**config.mk**
```make
export PLATFORM = sky130hd
export DESIGN_NAME = pipe_hazard_unit
export DESIGN_NICKNAME = d
export VERILOG_FILES = /design/src/rtl/hz_pkg.sv /design/src/rtl/pipe_hazard_unit_fwd_pick.sv /design/src/rtl/pipe_hazard_unit.sv
export SDC_FILE = /design/constraint.sdc
export NUM_CORES = 1
export LEC_CHECK = 0
export CAP_MARGIN = 15
export CORE_MARGIN = 2
export CORE_UTILIZATION = 51
export DETAILED_ROUTE_END_ITERATION = 16
export HOLD_SLACK_MARGIN = 0.15
export PLACE_DENSITY = 0.78
export SLEW_MARGIN = 15
export SYNTH_ARGS = -nofsm -noshare
export SYNTH_HDL_FRONTEND = slang
export SYNTH_SLANG_ARGS = --single-unit
```
**constraint.sdc**
```tcl
create_clock -name clk -period 2.8 [get_ports clk]
set_clock_uncertainty 0.2 [all_clocks]
set_input_delay 0.42 -clock clk [delete_from_list [all_inputs] [get_ports clk]]
set_output_delay 0.42 -clock clk [all_outputs]
set_load 0.05 [all_outputs]
```
**src/rtl/hz_pkg.sv**
```systemverilog
// Shared types for the pipeline hazard unit: scoreboard entry, control FSM states
// and the forwarding-select width helper.
package hz_pkg;

  // Widest register index the scoreboard entry can hold; narrower indices are zero-extended.
  localparam int REG_AW_MAX = 8;

  typedef struct packed {
    logic                  valid;
    logic [REG_AW_MAX-1:0] rd;
    logic                  wr;
    logic                  load;
  } sb_entry_t;

  typedef enum logic [1:0] {RUN, DRAIN, HALTED} hz_state_e;

  function automatic int sel_width(input int stages);
    return $clog2(stages + 1);
  endfunction

endpackage

```
**src/rtl/pipe_hazard_unit_fwd_pick.sv**
```systemverilog
// Priority search of the scoreboard for one source operand: youngest producer wins,
// and reports whether that producer's result is not yet forwardable.
module fwd_pick
  import hz_pkg::*;
#(
  parameter int REG_AW   = 4,
  parameter int STAGES   = 3,
  parameter int LOAD_LAT = 2,
  parameter int ZERO_REG = 1,
  parameter int SEL_W    = sel_width(STAGES)
) (
  input  sb_entry_t         sb [1:STAGES],
  input  logic [REG_AW-1:0] rs,
  input  logic              rs_en,
  output logic [SEL_W-1:0]  sel,
  output logic              not_ready
);

  logic src_live;

  // Scan oldest to youngest so the last hit (smallest stage number) is kept.
  always_comb begin
    sel       = '0;
    not_ready = 1'b0;
    src_live  = rs_en && !((ZERO_REG != 0) && (rs == '0));
    for (int k = STAGES; k >= 1; k--) begin
      if (src_live && sb[k].valid && sb[k].wr && (sb[k].rd == REG_AW_MAX'(rs))) begin
        sel       = SEL_W'(k);
        not_ready = sb[k].load && (k < LOAD_LAT);
      end
    end
  end

endmodule

```
**src/rtl/pipe_hazard_unit.sv**
```systemverilog
// Scoreboard-based hazard, forwarding and halt-drain controller sitting beside decode.
// Tracks in-flight instructions through STAGES downstream stages.
module pipe_hazard_unit
  import hz_pkg::*;
#(
  parameter int REG_AW   = 4,
  parameter int STAGES   = 3,
  parameter int LOAD_LAT = 2,
  parameter int ZERO_REG = 1,
  parameter int CNT_W    = 16
) (
  input  logic                          clk,
  input  logic                          rst,
  input  logic                          dec_valid,
  input  logic [REG_AW-1:0]             dec_rs1,
  input  logic                          dec_rs1_en,
  input  logic [REG_AW-1:0]             dec_rs2,
  input  logic                          dec_rs2_en,
  input  logic [REG_AW-1:0]             dec_rd,
  input  logic                          dec_wr,
  input  logic                          dec_load,
  input  logic                          dec_halt,
  input  logic                          flush,
  output logic                          stall,
  output logic                          bubble,
  output logic [sel_width(STAGES)-1:0]  fwd_a,
  output logic [sel_width(STAGES)-1:0]  fwd_b,
  output logic                          draining,
  output logic                          halted,
  output logic [CNT_W-1:0]              stall_cnt
);

  localparam int SEL_W = sel_width(STAGES);

  sb_entry_t        sb [1:STAGES];
  hz_state_e        state;
  logic [SEL_W-1:0] sel_a, sel_b;
  logic             nr_a, nr_b;
  logic             run, stall_int, issue, older_busy;

  fwd_pick #(.REG_AW(REG_AW), .STAGES(STAGES), .LOAD_LAT(LOAD_LAT), .ZERO_REG(ZERO_REG), .SEL_W(SEL_W))
    u_pick_a (.sb(sb), .rs(dec_rs1), .rs_en(dec_rs1_en), .sel(sel_a), .not_ready(nr_a));

  fwd_pick #(.REG_AW(REG_AW), .STAGES(STAGES), .LOAD_LAT(LOAD_LAT), .ZERO_REG(ZERO_REG), .SEL_W(SEL_W))
    u_pick_b (.sb(sb), .rs(dec_rs2), .rs_en(dec_rs2_en), .sel(sel_b), .not_ready(nr_b));

  // Outputs are gated by rst so the pipe sees a clean bubble while reset is held.
  assign run       = rst && (state == RUN);
  assign stall_int = run && dec_valid && !flush && (nr_a || nr_b);
  assign issue     = run && dec_valid && !flush && !stall_int;
  assign stall     = stall_int;
  assign bubble    = !issue;
  assign fwd_a     = (rst && (state != HALTED)) ? sel_a : '0;
  assign fwd_b     = (rst && (state != HALTED)) ? sel_b : '0;
  assign draining  = rst && (state == DRAIN);
  assign halted    = rst && (state == HALTED);

  // Anything that will still be in the scoreboard after the next shift.
  always_comb begin
    older_busy = 1'b0;
    for (int k = 1; k < STAGES; k++) older_busy = older_busy | sb[k].valid;
  end

  always_ff @(posedge clk) begin
    if (!rst) begin
      for (int k = 1; k <= STAGES; k++) sb[k] <= '0;
      state     <= RUN;
      stall_cnt <= '0;
    end else begin
      if (state != HALTED) begin
        for (int k = STAGES; k >= 2; k--) sb[k] <= sb[k-1];
        sb[1] <= issue ? sb_entry_t'{valid: 1'b1, rd: REG_AW_MAX'(dec_rd), wr: dec_wr, load: dec_load}
                       : '0;
      end
      if (stall_int && (stall_cnt != '1)) stall_cnt <= stall_cnt + CNT_W'(1);
      case (state)
        RUN:     if (issue && dec_halt) state <= DRAIN;
        DRAIN:   if (!older_busy) state <= HALTED;
        default: state <= state;
      endcase
    end
  end

endmodule

```
==> impl_metrics.toml, run 1 <==
[pwr]
ir_worst_vdd_v = 0.0003230
p_leak_nw = 1.032
power_density_nw_per_um2 = 360.9

[yosys]
synth_flop_cell = "dfxtp_1"
synthTopCellsByArea = "dfxtp_1 35%, nand2_1 8.1%, mux2i_1 7.0%"
yosysSeqAreaShare_pct = 34.68
synth_commonest_cells = "46 x nand2_1, 37 x dfxtp_1, 15 x mux2i_1"
async_flop_share_pct = 0
synthMostInstantiatedCell = "nand2_1"
syn_avg_cell_area_um2 = 8.753
netlist_area_um2 = 2136
yosysWarnings = 0
syn_nets = 266
yosys_register_bits = 37
synth-edff-count = 0
synth_cell_types = 40
yosys.area.top_type_share_pct = 34.68
yosysTopAreaCell = "dfxtp_1"
syn_inst = 244

[worst_hold_path]
hold_path_depth = 2
hold_class = "flop to flop"

[placed_design]
place_ws_ps = -31.30
hpwl_um = 3863
gp_congestion = 0.8455
port_buffers = 44

[clocking]
numCtsBuffers = 5
htreeDepth = 2
cts_root_buf = "clkbuf_8"
post_cts_buffers = 0
clk_pin_slew_ps = 70
cts_tree = "done"
clock_latency_ps = 290
cts_max_path_buffers = 2
cts.sinks = 37
ctsHoldBuffers = 0

[drt]
first_iter_violations = 162
viasPerCell = 5.710
vias = 2010
dr.pass1.iters = 4
drtAntennaViolNets = 0
drc = 0
wl_um = 5201
route.detailed.wl_per_inst_um = 14.78

[die]
row_count = 23
core_um2 = 4029
die_x_um = 68.72
ios = 45
die_h_um = 68.72
die-area_um2 = 4722
start_util_pct = 53.01

[worst_setup_path]
start_kind = "input port"
cp.required_ps = 2180
r2r_slack_ps = 570
endpoint = "fwd_a[1]"
cp_max_fo = 3
r2r_start = "stall_cnt[0]$_SDFFE_PN0P_"
crit_type = "input port to output pin"
end_kind = "output pin"
startpoint = "dec_rs1[2]"
arrival_ps = 2140
r2r-end = "stall_cnt[0]$_SDFFE_PN0P_"
reg2reg_depth = 6

[sta]
finalSetupViolCount = 0
final_max_slew_viol_count = 0
finalWorstPathRequiredPeriod_ps = 2765
layout_setup_ws_ps = 35.24
hold_violations = 0
worstMarginPinSlew_ps = 502.1
max_freq_mhz = 361.7
rsz0062_at_grt = "no"
slew-limit-headroom_pct = 66.42
fin_crit_sh_pct = 98.74
setup_tns_ps = 0

[grt]
grt_start_max_net_pins = 33
grt_pass1_vias = 1788
grt_pass1_wl_um = 8418
gr-total-overflow = 0
antenna_found_initial = 0
grt.total_usage_pct = 24.07

[flow_run]
max_cap_violations = 0

[cells_and_area]
seq_area_um2 = 740.7
area_delta_synth_final_pct = 36.44
final_nets = 324
fillerInstances = 314
multi_input_area_um2 = 1356
diodes = 0
drive_gt1_share_pct = 15.56

[outcome]
status = "finished, final reports clean"
registers in the layout, indices dropped and copies added (netlist names):
signal / flops
sb: 19
stall_cnt: 16
state: 2
final cells by class:
cell class	count	area share, %
clock buffer	7	2.963
timing repair buffer	61	22.41
multi-input combinational	193	46.54
inverter	4	0.5152
sequential	37	25.42
tap	50	2.147
routing by layer:
| metal | GRT usage (%) | part of all wire (%) | up-vias |
|---|---|---|---|
| met4 | 7.843 | 1.6 | 0 |
| met2 | 35.94 | 45 | 59 |
| met1 | 33.77 | 47 | 947 |
| met3 | 6.169 | 5.9 | 11 |
| li1 | - | - | 993 |
| met5 | 0 | 0 | - |
through the flow:
stage / utilization (%) / hold WS, ps / cell area, um^2 / cells / total power, mW
6_report: 72.33 / 280.4 / 2914 / 352 / 1.052
5_1_grt: 72.33 / 306.5 / 2914 / 352 / 1.086
4_1_cts: 72.02 / 288.9 / 2902 / 352 / 1.057
3_5_place_dp: 69.60 / 277.6 / 2804 / 345 / 0.6769
3_3_place_gp: 69.60 / 267.2 / 2804 / 345 / 0.6734
2_1_floorplan: - / 242.3 / 2136 / 244 / 0.6082
worst max-delay path: stages:
cell and delay, ps:
clkdlybuf4s50_1 600, o41ai_4 110, nor4_1 300, nand4_1 160, a21boi_0 150, nor2_1 230, buf_12 170
report_power, final:
group | internal (mW) | total, mW | switching (mW)
logic | 0.0675 | 0.126 | 0.0583
clock network | 0.195 | 0.384 | 0.188
registers | 0.533 | 0.542 | 0.00962
total | 0.796 | 1.05 | 0.256
cell families after synthesis:
kind of cell	Yosys count	synth area share [%]
AND/OR/NAND/NOR	108	27.36
AO/OA/AOI/OAI	45	17.81
flip-flops	37	34.68
XOR/XNOR	24	9.842
multiplexers	15	7.030
buffers and inverters	14	2.695
adder cells (fa/ha/maj)	1	0.5857
layout by cell type, fill, tap and decap left out, types with 4 or more instances in the layout:
master / instances
a211oi_1: 6
a21oi_1: 5
a22o_1: 12
buf_12: 8
buf_4: 17
clkbuf_8: 6
clkdlybuf4s50_1: 34
dfxtp_1: 37
inv_1: 4
mux2i_1: 15
nand2_1: 46
nand2b_1: 13
nand3_1: 12
nor2_1: 8
nor3_1: 7
o21ai_0: 6
xnor2_1: 11
xor2_1: 13
how the worst min path moves through the flow:
stage                                 end                        from
2_1_floorplan          sb[1]$_SDFFE_PN0N_          sb[1]$_SDFFE_PN0N_
3_3_place_gp           sb[1]$_SDFFE_PN0N_          sb[1]$_SDFFE_PN0N_
3_5_place_dp          sb[10]$_SDFFE_PN0N_         sb[10]$_SDFFE_PN0N_
4_1_cts               sb[23]$_SDFFE_PN0N_         sb[23]$_SDFFE_PN0N_
5_1_grt        stall_cnt[15]$_SDFFE_PN0P_  stall_cnt[15]$_SDFFE_PN0P_
6_report              sb[23]$_SDFFE_PN0N_         sb[23]$_SDFFE_PN0N_
what timing repair did:
item / CTS / global route
gates cloned: 0 / 0
resized for setup: 1 / 4
endpoints found under the setup margin: 1 / 6
endpoints found under the hold margin: 0 / 0
Note: power is estimated with default switching activity, not from simulation.
==> inputs of run 2 (changes only) <==
--- a/config.mk
+++ b/config.mk
@@ -11,6 +11,7 @@
 export DETAILED_ROUTE_END_ITERATION = 16
 export HOLD_SLACK_MARGIN = 0.15
 export PLACE_DENSITY = 0.78
+export REMOVE_ABC_BUFFERS = 1
 export SLEW_MARGIN = 15
 export SYNTH_ARGS = -nofsm -noshare
 export SYNTH_HDL_FRONTEND = slang
==> constraint.sdc (replaced) <==
create_clock -name clk -period 2.8 [get_ports clk]
set_clock_uncertainty 0.2 [all_clocks]
set_input_delay 0.42 -clock clk [delete_from_list [all_inputs] [get_ports clk]]
set_output_delay 0.42 -clock clk [all_outputs]
set_load 0.1 [all_outputs]
==> impl_metrics.toml, run 2 (synthesis results as in run 1) <==
[outcome]
status = "finished, final reports clean"

[cells_and_area]
reg_top3 = "sb (19), stall_cnt (16), state (2)"
largest-register = "sb"
stdcell_area_um2 = 2917
final_cell_mix = "46 x nand2_1, 37 x dfxtp_1, 35 x buf_4"
layout_commonest_cell = "nand2_1"
diodes = 0
fillerInstances = 317
multi_input_area_um2 = 1381
drive_gt1_share_pct = 23.61
area_delta_synth_final_pct = 36.56
largest_reg_flops = 19
seq_area_um2 = 740.7
final_nets = 326

[drt]
wl_um = 5210
vias = 1996
first_iter_violations = 116
dr.pass1.iters = 4
route.detailed.wl_per_inst_um = 14.68
drc = 0
drtAntennaViolNets = 0
viasPerCell = 5.623

[worst_setup_path]
reg2reg_depth = 7
end_kind = "output pin"
start_kind = "input port"
crit_type = "input port to output pin"
cp.required_ps = 2180
arrival_ps = 2100
cp_max_fo = 3

[die]
start_util_pct = 53.01
die-area_um2 = 4722
die_x_um = 68.72
ios = 45
die_h_um = 68.72
core_um2 = 4029
row_count = 23

[clocking]
cts_max_path_buffers = 2
ctsHoldBuffers = 0
clock_latency_ps = 290
htreeDepth = 2
numCtsBuffers = 5
cts_root_buf = "clkbuf_8"
cts_tree = "done"
clk_pin_slew_ps = 70
cts.sinks = 37

[placed_design]
dpl_cell_area_um2 = 2779
gp_congestion = 0.9035
port_buffers = 44
hpwl_um = 3878
place_ws_ps = -51.20

[grt]
grt_pass1_vias = 1760
grt_pass1_wl_um = 8273
gr-total-overflow = 0
grt_start_max_net_pins = 35
grt.total_usage_pct = 23.29
antenna_found_initial = 0

[flow_run]
max_cap_violations = 0

[pwr]
p_sw_uw = 267.0
power_frac_clock_pct = 35.2
swShare_pct = 25.73
ir_worst_vdd_v = 0.0003059
pwr-share-seq_pct = 52.2
combPwrFrac_pct = 12.5
power_density_nw_per_um2 = 355.9
p_leak_nw = 1.080
internal_power_uw = 770.9

[sta]
fin_crit_sh_pct = 97.26
finalSetupViolCount = 0
finalWorstPathRequiredPeriod_ps = 2723
worstMarginPinSlew_ps = 548.1
layout_setup_ws_ps = 76.60
hold_violations = 0
max_freq_mhz = 367.2
slew-limit-headroom_pct = 63.37
final_max_slew_viol_count = 0

[worst_hold_path]
hold_class = "flop to flop"
hold_path_depth = 1
==> run 2: cell count changes in the layout (fill, tap and decap cells not counted), sizes merged <==
cell	delta
clkinv	+2
dlymetal6s2s	+1
buf	+18
clkbuf	-2
clkdlybuf4s50	-17
clkinvlp	+1
==> run 2: area by class of cell <==
type                            count  area share (%)
Tap cell                           50           2.145
Multi-Input combinational cell    193           47.36
Timing Repair Buffer               63           21.62
Inverter                            4          0.5148
Clock buffer                        5           2.360
Clock inverter                      3          0.6006
Sequential cell                    37           25.40
==> run 2: timing repair <==
item / CTS / global route
setup endpoints to repair: 3 / 6
buffers inserted: 0 / 0
pin swaps: 2 / 5
resized for setup: 1 / 10
==> run 2: metrics by stage <==
| step | total power [mW] | TNS, ps | instances | hold WS (ps) | utilization, % |
|---|---|---|---|---|---|
| 6_report | 1.038 | 0 | 355 | 280.3 | 72.39 |
| 5_1_grt | 1.076 | -60.38 | 355 | 289.9 | 72.39 |
| 4_1_cts | 1.044 | -25.83 | 355 | 281.8 | 71.21 |
| 3_5_place_dp | 0.6798 | -135.2 | 347 | 257.0 | 68.98 |
| 3_3_place_gp | 0.6772 | -15.58 | 347 | 258.4 | 68.98 |
| 2_1_floorplan | 0.6056 | -5227 | 234 | 242.3 | - |
==> run 2: final timing paths <==
path | to | startpoint | slack [ps]
min reg2reg | sb[10]$_SDFFE_PN0N_ | sb[10]$_SDFFE_PN0N_ | 280
max | fwd_b[0] | dec_rs2[1] | 80
min | sb[10]$_SDFFE_PN0N_ | sb[10]$_SDFFE_PN0N_ | 280
max reg2reg | stall_cnt[5]$_SDFFE_PN0P_ | sb[32]$_SDFFE_PN0N_ | 470
==> run 2: worst max-delay path, stage by stage <==
cell and delay (ps):
clkdlybuf4s50_1 510, buf_4 150, xnor2_1 110, nand3_1 120, nor4_2 210, nand2_1 120
a21oi_2 240, buf_12 200
==> run 2: routing by layer <==
metal / global-route usage [%] / routed length [um] / up-vias
met5: 0 / 0 / -
met4: 8.088 / 61 / 0
met3: 4.870 / 254 / 7
met2: 35.58 / 2426 / 49
met1: 32.47 / 2468 / 942
li1: - / - / 998
==> run 2: power by group through the flow <==
stage | registers (mW) | logic [mW] | clock network (mW)
final | 0.542 | 0.130 | 0.366
after global routing | 0.543 | 0.140 | 0.393
after CTS | 0.542 | 0.127 | 0.376
after detailed placement | 0.554 | 0.126 | 0
after global placement | 0.554 | 0.124 | 0
after floorplan | 0.551 | 0.0543 | 0
